===== src/rtl/enc_2hot_pipe_pkg.sv =====
// enc_2hot_pipe_pkg: shared sizing helpers for the 2-hot pair encoder
package enc_2hot_pipe_pkg;

    function automatic int clog2(input int v);
        int r;
        r = 1;
        for (int i = 1; i < 32; i++)
            if ((1 << i) < v) r = i + 1;
        return r;
    endfunction

    function automatic int pair_cnt(input int n);
        return n * (n - 1) / 2;
    endfunction

endpackage


===== src/rtl/enc_2hot_detect.sv =====
// enc_2hot_detect: combinational lead/trail bit finder with 2-hot legality flag
module enc_2hot_detect #(
    parameter int N  = 5,
    parameter int LW = 3
) (
    input  logic [N-1:0]  data_i,
    output logic [LW-1:0] lead_o,
    output logic [LW-1:0] trail_o,
    output logic          err_o
);

    int cnt;

    // highest set bit wins lead, lowest set bit wins trail, popcount decides legality
    always_comb begin
        lead_o  = '0;
        trail_o = '0;
        cnt     = 0;
        for (int k = 0; k < N; k++)
            if (data_i[k]) begin
                lead_o = LW'(k);
                cnt    = cnt + 1;
            end
        for (int k = N - 1; k >= 0; k--)
            if (data_i[k]) trail_o = LW'(k);
        err_o = (cnt != 2);
    end

endmodule


===== src/rtl/enc_2hot_pipe.sv =====
// enc_2hot_pipe: two-stage valid/ready pipeline ranking 2-hot words in colex order
module enc_2hot_pipe
    import enc_2hot_pipe_pkg::*;
#(
    parameter int N  = 5,
    parameter int W  = 4,
    parameter int CW = 8
) (
    input  logic          clk,
    input  logic          rst,
    input  logic [N-1:0]  in_data,
    input  logic          in_valid,
    output logic          in_ready,
    output logic [W-1:0]  out_idx,
    output logic          out_err,
    output logic          out_valid,
    input  logic          out_ready,
    input  logic          clr_cnt,
    output logic [CW-1:0] err_cnt
);

    localparam int LW = clog2(N);
    localparam int RW = 2 * LW + 1;
    localparam int NP = pair_cnt(N);

    if ((64'd1 << W) < NP) begin : g_w_check
        $error("enc_2hot_pipe: W too small for N*(N-1)/2 pair indices");
    end

    logic          rdy_q;
    logic          s1_valid_q, s1_valid_d;
    logic [LW-1:0] s1_lead_q, s1_lead_d;
    logic [LW-1:0] s1_trail_q, s1_trail_d;
    logic          s1_err_q, s1_err_d;
    logic          s2_valid_q, s2_valid_d;
    logic [W-1:0]  s2_idx_q, s2_idx_d;
    logic          s2_err_q, s2_err_d;
    logic [CW-1:0] cnt_q, cnt_d;
    logic [LW-1:0] det_lead, det_trail;
    logic          det_err;
    logic          s2_load, s1_load, accept;
    logic [RW-1:0] li, rank;

    enc_2hot_detect #(.N(N), .LW(LW)) u_detect (
        .data_i  (in_data),
        .lead_o  (det_lead),
        .trail_o (det_trail),
        .err_o   (det_err)
    );

    assign s2_load   = !s2_valid_q || out_ready;
    assign s1_load   = !s1_valid_q || s2_load;
    assign in_ready  = rdy_q && s1_load;
    assign accept    = in_valid && in_ready;
    assign li        = RW'(s1_lead_q);
    assign rank      = ((li * (li - RW'(1))) >> 1) + RW'(s1_trail_q);
    assign out_valid = s2_valid_q;
    assign out_idx   = s2_idx_q;
    assign out_err   = s2_err_q;
    assign err_cnt   = cnt_q;

    // next state: stages hold unless the stage downstream frees up, counter clear beats increment
    always_comb begin
        s1_valid_d = s1_load ? accept : s1_valid_q;
        s1_lead_d  = accept ? det_lead : s1_lead_q;
        s1_trail_d = accept ? det_trail : s1_trail_q;
        s1_err_d   = accept ? det_err : s1_err_q;
        s2_valid_d = s2_load ? s1_valid_q : s2_valid_q;
        s2_idx_d   = (s2_load && s1_valid_q) ? (s1_err_q ? '0 : W'(rank)) : s2_idx_q;
        s2_err_d   = (s2_load && s1_valid_q) ? s1_err_q : s2_err_q;
        cnt_d      = clr_cnt ? '0 :
                     (s2_valid_q && out_ready && s2_err_q && cnt_q != {CW{1'b1}}) ? cnt_q + CW'(1) : cnt_q;
    end

    // state registers; in_ready is held low until the first edge after reset release
    always_ff @(posedge clk or posedge rst) begin
        if (rst) begin
            rdy_q      <= 1'b0;
            s1_valid_q <= 1'b0;
            s1_lead_q  <= '0;
            s1_trail_q <= '0;
            s1_err_q   <= 1'b0;
            s2_valid_q <= 1'b0;
            s2_idx_q   <= '0;
            s2_err_q   <= 1'b0;
            cnt_q      <= '0;
        end else begin
            rdy_q      <= 1'b1;
            s1_valid_q <= s1_valid_d;
            s1_lead_q  <= s1_lead_d;
            s1_trail_q <= s1_trail_d;
            s1_err_q   <= s1_err_d;
            s2_valid_q <= s2_valid_d;
            s2_idx_q   <= s2_idx_d;
            s2_err_q   <= s2_err_d;
            cnt_q      <= cnt_d;
        end
    end

endmodule


===== config.mk =====
export PLATFORM = sky130hd
export DESIGN_NAME = enc_2hot_pipe
export DESIGN_NICKNAME = d
export VERILOG_FILES = /design/src/rtl/enc_2hot_pipe_pkg.sv /design/src/rtl/enc_2hot_detect.sv /design/src/rtl/enc_2hot_pipe.sv
export SDC_FILE = /design/constraint.sdc
export NUM_CORES = 1
export LEC_CHECK = 0
export BUFFER_PORTS_ARGS = -buffer_cell sky130_fd_sc_hd__buf_2
export CORE_ASPECT_RATIO = 1.2
export CORE_MARGIN = 10
export CORE_UTILIZATION = 55
export CTS_CLUSTER_DIAMETER = 200
export CTS_CLUSTER_SIZE = 30
export DETAILED_ROUTE_END_ITERATION = 10
export PLACE_DENSITY = 0.76
export SETUP_SLACK_MARGIN = 0.3
export SKIP_LAST_GASP = 1
export SYNTH_ARGS = -nofsm -noshare
export SYNTH_HDL_FRONTEND = slang
export SYNTH_HIERARCHICAL = 1
export SYNTH_SLANG_ARGS = --single-unit

===== constraint.sdc =====
create_clock -name clk -period 4.6 [get_ports clk]
set_input_delay 0.46 -clock clk [delete_from_list [all_inputs] [get_ports clk]]
set_output_delay 0.46 -clock clk [all_outputs]
set_load 0.05 [all_outputs]

==> results.md, run 1 <==
Status:
- The run finished with clean final reports.

Setup path:
- The kind of critical path is reg -> reg.
- The data arrival time at the worst-slack endpoint is 3.90 ns.
- Data on the critical path is required at its endpoint by 4.79 ns.
- The peak fanout along the critical path is 9.
- The capture point of the worst reg-to-reg path is out_idx[3].
- The worst register-to-register path has a depth of 12.
- The startpoint of the lowest-slack register-to-register path is s1_lead_q[0].
- STA classifies the critical path startpoint as a flop.
- The worst register-to-register path has a setup slack of 0.89 ns.
- STA classifies the critical path endpoint as a flop.

Die:
- The placeable core region is 3310 sq um.
- The die is 73.4 um wide.
- The die outline area is 6160 sq um.
- The starting utilization of the core area is 0.568.
- 25 I/O pins were placed.
- The die extent in y is 84.0 um.
- The floorplan has 23 rows.

CTS:
- The later pin in the worst-skew pair is clocked with a latency of 0.27 ns.
- The number of levels the H-tree was split into is 1.
- The tree is rooted in a sky130_fd_sc_hd__clkbuf_8.
- The number of cells upsized or downsized after cts is 0.
- In this run, post-CTS hold repair placed 0 buffers.
- After clock tree synthesis, the clock-pin slew on the worst setup and hold paths is 0.09 ns.
- Once the clock tree was built, the setup fixing pass inserted 0 buffers.
- Counting along the longest clock path gives a buffer depth of 2.
- TritonCTS built the clock tree.
- The total CTS buffers is 3.
- The CTS sink count is 26.

Cells and area:
- The finished cells cover 2070 sq um.
- The footprint of the multi-input gates is 1140 sq um.
- The number of filler instances in the final layout is 277.
- The number of inserted diodes is 0.
- The area growth from synthesis to layout is 10.1%.
- The core occupancy in the finished layout is 0.625.
- The footprint of the flip-flops and latches is 651 sq um.
- For this run, the post-layout net count is 234.
- The ratio of cells with drive above 1 in the final layout is 0.236.

Logic synthesis:
- The cell count after synthesis is 181.
- The count of warnings emitted by yosys is 6.
- The cell area that synthesis handed to floorplanning was 1880 sq um.
- The mean post-synth cell area is 10.4 sq um.

Timing:
- For the final database, setup skew stands at 0.00642 ns.
- Dividing the final minimum period by the clock period gives 0.807.
- The number of failing hold endpoints at the final stage is 0.
- The transition time of the tightest slew-check pin is 0.956 ns.
- Across all hold checks on the routed design, the worst slack comes to 0.394 ns.
- In this run the tightest slew margin relative to its limit is 0.362.
- The number of max-slew violations in the final report is 0.
- The count of final setup violators is 0.
- Once routing completed, OpenROAD measured the worst setup slack at 0.888 ns.
- The minimum clock period after layout is 3.71 ns.
- Based on the critical path, the design can be clocked at up to 269 MHz.
- For the final routed database, the setup TNS stands at 0 ns.
- Setup repair after global routing left no endpoint under its margin.

Routing:
- The vias after detailed routing is 1343.
- The routed length per placed instance is 14.8 um.
- In this run the remaining antenna-violating nets after routing total 0.
- After the first detailed-routing iteration, the DRC count stood at 13.
- The DRC violation count after routing is 0.
- After detailed routing, the number of vias per cell comes to 5.60.
- Summed over all layers, the routed wires come to 3550 um.
- The first-pass detailed-route iteration total is 4.

Power:
- The power density over cell area is 415 nW/um^2.
- The leakage power is 1.06 nW.
- The worst ir drop on vdd is 0.000333 V.

Global route:
- The pin count of the biggest net entering global routing is 27.
- The first global-routing pass estimated 6170 um of wire.
- The number of global-route vias before repair is 1386.
- The total grt overflow is 0.
- The initial antenna violation count is 0.
- The global-route usage over all layers is 0.118.

Job:
- The count of maximum capacitance violations is 0.

Hold path:
- The path category of the worst min-delay check is in -> async.

Place:
- The pre-CTS worst setup slack is 0.902 ns.
- The count of port buffers added during placement is 24.
- The placed cell area is 2000 sq um.
- Summed over all nets, the half-perimeter wirelength after detailed placement is 2930 um.
- At the end of routability-driven placement, the weighted congestion stood at 0.866.
-- worst max-delay path, stage by stage (launching register included) --
cell and delay [ns]:
sky130_fd_sc_hd__dfrtp_1 0.49, sky130_fd_sc_hd__inv_1 0.14, sky130_fd_sc_hd__ha_1 0.33, sky130_fd_sc_hd__nor2b_1 0.12, sky130_fd_sc_hd__ha_1 0.24, sky130_fd_sc_hd__ha_1 0.31, sky130_fd_sc_hd__fa_1 0.50, sky130_fd_sc_hd__ha_1 0.31
sky130_fd_sc_hd__ha_1 0.30, sky130_fd_sc_hd__a21oi_1 0.13, sky130_fd_sc_hd__xnor3_1 0.41, sky130_fd_sc_hd__xor2_1 0.18, sky130_fd_sc_hd__o31ai_2 0.18
-- cells in the final DEF (no fill, tap or decap), drive strengths merged, types with 3 or more instances in the layout --
cell type,count
a21oi,6
and2,4
and3,3
and4,3
buf,24
clkbuf,3
conb,4
dfrtp,26
ha,18
inv,11
mux2,12
nand2,15
nand2b,5
nor2,12
nor2b,6
nor3,3
o21ai,3
o31ai,3
xnor2,4
xnor3,3
xor2,9
-- flip-flops by register name, indices dropped and copies added, names as in the netlist --
signal	count
out_idx	4
out_err	1
out_valid	1
s1_valid_q	1
s1_lead_q	5
s1_err_q	1
err_cnt	8
s1_trail_q	4
rdy_q	1
-- worst max path at each step --
stage	from	end	cells after the start
2_1_floorplan	s1_lead_q[0]	out_idx[3]	12
3_3_place_gp	s1_lead_q[0]	out_idx[3]	12
3_5_place_dp	s1_lead_q[0]	out_idx[3]	12
4_1_cts	s1_lead_q[0]	out_idx[3]	12
5_1_grt	s1_lead_q[0]	out_idx[3]	12
6_report	s1_lead_q[0]	out_idx[3]	12
-- metrics by stage --
step                      std cells  power [W]
after CTS                       240   0.000867
after floorplan                 183   0.000600
final                           240   0.000858
after global routing            240   0.000914
after detailed placement        236   0.000680
after global placement          236   0.000662
-- layout make-up --
type,count,area share
Clock inverter,1,0.0145
Clock buffer,3,0.0200
Tap cell,37,0.0224
Timing Repair Buffer,24,0.0580
Inverter,11,0.0200
Multi-Input combinational cell,138,0.551
Sequential cell,26,0.314
-- report_power, final --
part	leakage [nW]	total [W]	switching, W	internal (W)
clock	0.0357	0.000189	0.0000724	0.000116
combinational	0.693	0.000374	0.000213	0.000161
sequential	0.334	0.000295	0.0000317	0.000263
-- per-layer routing --
metal	routed length (um)	vias to the layer above	track usage
met5	0	-	0
met4	45	0	0.0357
met3	130	4	0.0131
met2	1960	26	0.222
met1	1410	653	0.131
li1	-	660	-
No activity file was read; power rests on OpenSTA's default activity.
==> inputs of run 2 (changes only) <==
--- a/config.mk
+++ b/config.mk
@@ -8,11 +8,11 @@
 export BUFFER_PORTS_ARGS = -buffer_cell sky130_fd_sc_hd__buf_2
 export CORE_ASPECT_RATIO = 1.2
 export CORE_MARGIN = 10
-export CORE_UTILIZATION = 55
+export CORE_UTILIZATION = 54
 export CTS_CLUSTER_DIAMETER = 200
 export CTS_CLUSTER_SIZE = 30
 export DETAILED_ROUTE_END_ITERATION = 10
-export PLACE_DENSITY = 0.76
+export PLACE_DENSITY = 0.78
 export SETUP_SLACK_MARGIN = 0.3
 export SKIP_LAST_GASP = 1
 export SYNTH_ARGS = -nofsm -noshare
==> constraint.sdc (replaced) <==
create_clock -name clk -period 3.3 [get_ports clk]
set_input_delay 0.33 -clock clk [delete_from_list [all_inputs] [get_ports clk]]
set_output_delay 0.33 -clock clk [all_outputs]
set_load 0.05 [all_outputs]
==> results.md, run 2 (synthesis results as in run 1) <==
Status:
- The flow ran to the end, and the final reports show no timing, DRC or antenna violations.

Cells and area:
- In the layout the commonest cells are sky130_fd_sc_hd__dfrtp_1, sky130_fd_sc_hd__buf_2, sky130_fd_sc_hd__nand2_1, sky130_fd_sc_hd__ha_1.
- The filler-free cell count of the finished design is 242.
- The core occupancy in the finished layout is 0.643.
- The number of nets in the final layout is 236.
- The layout overhead on the synthesized area is 14.2%.
- The number of flip-flops in the largest register is 8.
- The most common cell after layout, fill and taps aside is sky130_fd_sc_hd__dfrtp_1.
- 0 antenna diodes ended up in the layout.
- The ratio of cells with drive above 1 in the final layout is 0.283.

CTS:
- Clock latency on the worst-skew pair, taken at its later pin, is 0.27 ns.
- TritonCTS built the clock tree.
- The root buffer cell is sky130_fd_sc_hd__clkbuf_8.
- The clock passes through at most 2 buffers.
- The number of levels the H-tree was split into is 1.
- The clock transition at the registers of the reported paths is 0.09 ns.
- Clock tree synthesis found a total of 26 sinks.
- Buffers inserted during clock tree synthesis total 3.

Timing:
- The transition time of the tightest slew-check pin is 0.951 ns.
- The number of max-slew violations in the final report is 0.
- In this run the tightest slew margin relative to its limit is 0.365.
- The number of failing hold endpoints at the final stage is 0.
- The final critical-path share of the clock period is 0.936.
- The count of final setup violators is 0.
- Based on the critical path, the design can be clocked at up to 324 MHz.
- Setup repair after global routing could not meet its margin everywhere.
- The final total negative setup slack is 0 ns.
- On the final layout, the worst clock skew is 0.00636 ns.
- The minimum clock period after layout is 3.09 ns.

Power:
- For this design the ratio of total power to cell area is 585 nW/um^2.
- The worst ir drop on vdd is 0.000633 V.
- The leakage power is 1.07 nW.

Die:
- In this run the vertical extent of the chip is 84.6 um.
- The total area inside the core boundary comes to 3340 sq um.
- The floorplan step defined a die boundary enclosing 6250 sq um.
- The floorplan has 23 rows.
- The horizontal extent of the die is 73.9 um.
- The initial utilization of the core area, before any placement, comes to 0.563.
- The top-level I/O count is 25.

Setup path:
- The kind of critical path is reg -> reg.
- Along the worst path, the maximum fanout reaches 4.
- STA puts the critical path data arrival time at 3.27 ns.
- The worst setup path is captured at a flop.
- The nature of the critical path startpoint is a flop.
- The data required time at the worst endpoint is 3.48 ns.

Routing:
- The final layout contains routed wiring with a total length of 3650 um.
- The final antenna-violating net count is 0.
- For this block, the initial DRC count from the detailed router was 46.
- After detailed routing, the number of remaining DRC violations is 0.
- The routed length per placed instance is 15.1 um.
- The routed via count divided by cell count is 5.58.
- For this run, the detailed router's first-pass iteration total came to 4.
- Summing over every cut layer, the via total after detailed routing is 1351.

Hold path:
- The min-delay analysis places its worst path in the category in -> async.

Global route:
- The wire length of the first global-routing pass is 6560 um.
- The pin count of the biggest net entering global routing is 27.
- The initial antenna violation count came to 0.
- Across every metal layer, demand over resource in global routing totals 0.126.
- Summed over all layers, the global routing overflow is 0.
- The number of global-route vias before repair is 1552.

Place:
- The routability congestion estimate from global placement is 0.823.
- Once placement completed, the tool counted placed cells totaling 236.
- Buffers placed on the I/O ports in this run total 24.
- After legalization and detailed placement, the total HPWL measured 2890 um.

Job:
- The count of maximum capacitance violations is 0.
[run 2: changes by cell type in the layout (fill, tap and decap cells not counted)]
cell,change
sky130_fd_sc_hd__a21oi_1,-1
sky130_fd_sc_hd__dfrtp_2,+1
sky130_fd_sc_hd__ha_1,-4
sky130_fd_sc_hd__inv_1,-1
sky130_fd_sc_hd__buf_4,+2
sky130_fd_sc_hd__a21oi_2,+1
sky130_fd_sc_hd__xnor2_2,+1
sky130_fd_sc_hd__xnor2_1,-1
sky130_fd_sc_hd__dfrtp_1,-1
sky130_fd_sc_hd__ha_4,+4
sky130_fd_sc_hd__inv_2,+1
[run 2: metrics by stage]
step	setup slack, ns	instance area (sq um)	hold WS (ns)	power [W]
after global routing	0.0693	2150	0.333	0.00135
after detailed placement	0.123	2060	0.475	0.00100
after global placement	0.203	2060	0.467	0.000976
final	0.210	2150	0.262	0.00126
after floorplan	0.281	1950	0.370	0.000889
after CTS	0.179	2150	0.294	0.00127
[run 2: area by class of cell]
type / count / area (sq um)
inverter: 11 / 41.3
tap: 37 / 46.3
sequential: 26 / 652
clock buffer: 3 / 41.3
fill: 290 / 1190
multi-input combinational: 138 / 1200
clock inverter: 1 / 30.0
timing repair buffer: 26 / 135
[run 2: report_power, final]
group / total (W) / switching (W) / internal (W) / leakage, nW
clock: 0.000258 / 0.0000957 / 0.000162 / 0.0357
combinational: 0.000592 / 0.000325 / 0.000267 / 0.706
sequential: 0.000407 / 0.0000395 / 0.000368 / 0.332
[run 2: path summary, 6_finish.rpt]
path	startpoint	slack, ns	cells past startpoint	end
max in group asynchronous	rst	2.39	2	s1_lead_q[0]
max	s1_lead_q[0]	0.21	12	out_idx[3]
min in group clk	clr_cnt	0.32	2	err_cnt[4]
max reg2reg	s1_lead_q[0]	0.21	12	out_idx[3]
min	rst	0.26	2	err_cnt[1]
min reg2reg	out_idx[0]	0.49	2	out_idx[0]
[run 2: critical path: stages, from the launching register on]
cell                      delay [ns]
sky130_fd_sc_hd__dfrtp_2        0.42
sky130_fd_sc_hd__inv_2          0.10
sky130_fd_sc_hd__ha_4           0.21
sky130_fd_sc_hd__nor2b_1        0.11
sky130_fd_sc_hd__ha_1           0.26
sky130_fd_sc_hd__ha_4           0.27
sky130_fd_sc_hd__fa_1           0.44
sky130_fd_sc_hd__ha_4           0.19
sky130_fd_sc_hd__xnor2_2        0.12
sky130_fd_sc_hd__xnor2_1        0.14
sky130_fd_sc_hd__xnor3_1        0.41
sky130_fd_sc_hd__xor2_1         0.16
sky130_fd_sc_hd__o31ai_2        0.17
[run 2: repair_timing]
| action | in CTS | in global routing |
|---|---|---|
| endpoints found under the setup margin | 1 | 1 |
| pin swaps | 0 | 0 |
| hold buffers | 0 | 0 |
| buffers inserted | 2 | 0 |
| gates resized for setup | 0 | 0 |
[run 2: per-layer routing]
layer  track usage  share of wire  vias up
met5             0              0        -
met4        0.0509          0.019        0
met3        0.0294          0.039        8
met2         0.231           0.52       29
met1         0.130           0.42      651
li1              -              -      663
==> inputs of run 3 (changes only) <==
--- a/config.mk
+++ b/config.mk
@@ -8,13 +8,14 @@
 export BUFFER_PORTS_ARGS = -buffer_cell sky130_fd_sc_hd__buf_2
 export CORE_ASPECT_RATIO = 1.2
 export CORE_MARGIN = 10
-export CORE_UTILIZATION = 54
+export CORE_UTILIZATION = 29
 export CTS_CLUSTER_DIAMETER = 200
 export CTS_CLUSTER_SIZE = 30
 export DETAILED_ROUTE_END_ITERATION = 10
-export PLACE_DENSITY = 0.78
+export PLACE_DENSITY = 0.48
 export SETUP_SLACK_MARGIN = 0.3
 export SKIP_LAST_GASP = 1
+export SLEW_MARGIN = 10
 export SYNTH_ARGS = -nofsm -noshare
 export SYNTH_HDL_FRONTEND = slang
 export SYNTH_HIERARCHICAL = 1
==> constraint.sdc (replaced) <==
create_clock -name clk -period 2.81 [get_ports clk]
set_input_delay 0.281 -clock clk [delete_from_list [all_inputs] [get_ports clk]]
set_output_delay 0.281 -clock clk [all_outputs]
set_load 0.05 [all_outputs]
==> results.md, run 3 (synthesis results as in run 1) <==
Timing:
- The minimum clock period after layout is 2.99 ns.
- The number of max-slew violations in the final report is 0.
- For the final database, setup skew stands at 0.00571 ns.
- The count of final setup violators is 1.
- The number of failing hold endpoints at the final stage was 0.
- Once routing completed, OpenROAD measured the worst setup slack at -0.180 ns.
- The final critical-path share of the clock period is 1.06.
- The achievable clock frequency is 334 MHz.
- Setup repair after global routing could not meet its margin everywhere.
- The worst-case hold slack is 0.0127 ns.

Global route:
- The initial antenna violation count is 0.
- For this run, global-route usage on met3 was measured as 0.0146.
- The total grt overflow is 0.
- The pin count of the biggest net entering global routing is 16.
- The global-route layer with the greatest usage is met2.
- The number of global-route vias before repair is 1293.
- The first global-routing pass estimated 6310 um of wire.
- In the global route stage, met2 resource usage came out at 0.122.
- The global-route usage over all layers is 0.0765.
- The met1 track demand over resource in global routing is 0.0981.

Setup path:
- The capture point of the worst reg-to-reg path is out_idx[3].
- The nature of the critical path startpoint is a flop.
- The setup slack of the most critical reg-to-reg path is -0.18 ns.
- The data required time at the worst endpoint is 3.00 ns.
- The capturing element type of the critical path is a flop.
- In this run the critical register-to-register path is launched from s1_lead_q[0].
- For the worst flop-to-flop path, the logic depth is 12.
- The kind of critical path is reg -> reg.
- The peak fanout along the critical path is 2.
- Data on the critical path arrives at its endpoint at 3.18 ns.

Routing:
- The number of DRC violations after detailed-routing iteration 0 is 35.
- The vias after detailed routing is 1356.
- Using the TritonRoute via totals, the vias-per-cell ratio works out to 4.55.
- The DRC violation count after routing is 0.
- The final routed wirelength across all metal layers is 3780 um.
- The final antenna-violating net count is 0.
- Dividing the detail-routed wire length by the instance count gives 12.7 um.
- For this run, the detailed router's first-pass iteration total came to 4.

Status:
- The final reports fail on setup timing.
- The flow ran to the end, but the final reports show violations.

Cells and area:
- The library cells used most frequently in the layout, excluding fill and tap cells, are sky130_fd_sc_hd__dfrtp_1, sky130_fd_sc_hd__buf_2, sky130_fd_sc_hd__nand2_1.
- The number of flip-flops in the largest register is 8.
- The finished layout holds 298 standard cells, fillers aside.
- For this run, the share of the core covered by cells in the final layout is 0.362.
- 0 antenna diodes ended up in the layout.
- For this run, the post-layout net count is 244.
- The ratio of cells with drive above 1 in the final layout is 0.329.
- The layout overhead on the synthesized area is 22.8%.
- The most common cell after layout, fill and taps aside is sky130_fd_sc_hd__dfrtp_1.

Power:
- The power density over cell area is 666 nW/um^2.
- The worst-case IR drop observed on VDD is 0.000236 V.
- Summed over all cells, the static leakage comes to 1.12 nW.

Die:
- The die extent in y is 108 um.
- After floorplanning, the core was divided into 32 placement rows.
- In this run the standard cell core region covers 6370 sq um.
- The horizontal extent of the die is 93.5 um.
- The top-level I/O count is 25.
- For this configuration, the core starts out at a cell density of 0.295.
- The die covers 10100 sq um.

CTS:
- In this run the clock root is driven by a sky130_fd_sc_hd__clkbuf_8.
- Counting every sink on the clock net gives 26.
- The clock transition at the registers of the reported paths is 0.10 ns.
- In this run the number of H-tree levels came out at 1.
- The TritonCTS clock tree is built.
- Counting along the longest clock path gives a buffer depth of 2.
- Clock tree synthesis inserted a total of 3 buffers.
- For the worst-skew pair, the clock arrives at the later sink with an insertion delay of 0.27 ns.
- After clock tree synthesis, the flow added hold-fix buffers numbering 0.

Job:
- Across the run, the number of max-cap violations was 0.

Place:
- The half-perimeter wire length after placement is 3030 um.
- The pre-CTS worst setup slack is -0.256 ns.
- The count of port buffers added during placement is 24.
- Counting tap cells, the placed design contains a total of 294 instances.
- The routability congestion estimate from global placement is 0.790.

Hold path:
- The path category of the worst min-delay check is in -> async.
run 3: stage by stage:
step                      area (sq um)  TNS, ns  power [W]
after floorplan                   1950   -0.209    0.00104
after global placement            2200   -0.207    0.00121
after detailed placement          2200   -0.256    0.00122
after CTS                         2270   -0.263    0.00154
after global routing              2310   -0.315    0.00165
final                             2310   -0.180    0.00154
run 3: worst max-delay path by stage:
| stage | cells past startpoint | slack, ns | to | from |
|---|---|---|---|---|
| floorplan | 12 | -0.21 | out_idx[3] | s1_lead_q[0] |
| global placement | 12 | -0.21 | out_idx[3] | s1_lead_q[0] |
| detailed placement | 12 | -0.26 | out_idx[3] | s1_lead_q[0] |
| CTS | 12 | -0.26 | out_idx[3] | s1_lead_q[0] |
| global route | 12 | -0.31 | out_idx[3] | s1_lead_q[0] |
| finish | 12 | -0.18 | out_idx[3] | s1_lead_q[0] |
run 3: per-layer routing:
| metal | share of wire | vias up |
|---|---|---|
| met1 | 0.46 | 654 |
| met5 | 0 | - |
| li1 | - | 678 |
| met3 | 0.036 | 4 |
| met2 | 0.49 | 20 |
| met4 | 0.016 | 0 |
run 3: worst max-delay path, cell delays in order, from the launching register on:
cell and delay, ns:
sky130_fd_sc_hd__dfrtp_2 0.41, sky130_fd_sc_hd__inv_2 0.08, sky130_fd_sc_hd__ha_4 0.21, sky130_fd_sc_hd__nor2b_4 0.12, sky130_fd_sc_hd__ha_4 0.21, sky130_fd_sc_hd__ha_4 0.26, sky130_fd_sc_hd__fa_1 0.44, sky130_fd_sc_hd__ha_4 0.18
sky130_fd_sc_hd__xnor2_2 0.12, sky130_fd_sc_hd__xnor2_1 0.13, sky130_fd_sc_hd__xnor3_1 0.42, sky130_fd_sc_hd__xor2_1 0.16, sky130_fd_sc_hd__o31ai_2 0.17
run 3: repair_timing:
item,CTS,global route
setup buffers,0,0
setup endpoints to repair,2,3
resized for setup,0,5
pin swaps,0,0
run 3: layout make-up:
type	count	area, sq um
clock buffer	3	41.3
clock inverter	1	30.0
fill	655	4060
inverter	11	41.3
multi-input combinational	138	1240
sequential	26	652
tap	85	106
timing repair buffer	34	195
run 3: where the power goes:
group | internal, W | leakage, nW | total, W | switching, W
clock | 0.000191 | 0.0357 | 0.000314 | 0.000123
sequential | 0.000432 | 0.332 | 0.000476 | 0.0000441
combinational | 0.000356 | 0.749 | 0.000747 | 0.000392
total | 0.000978 | 1.12 | 0.00154 | 0.000559
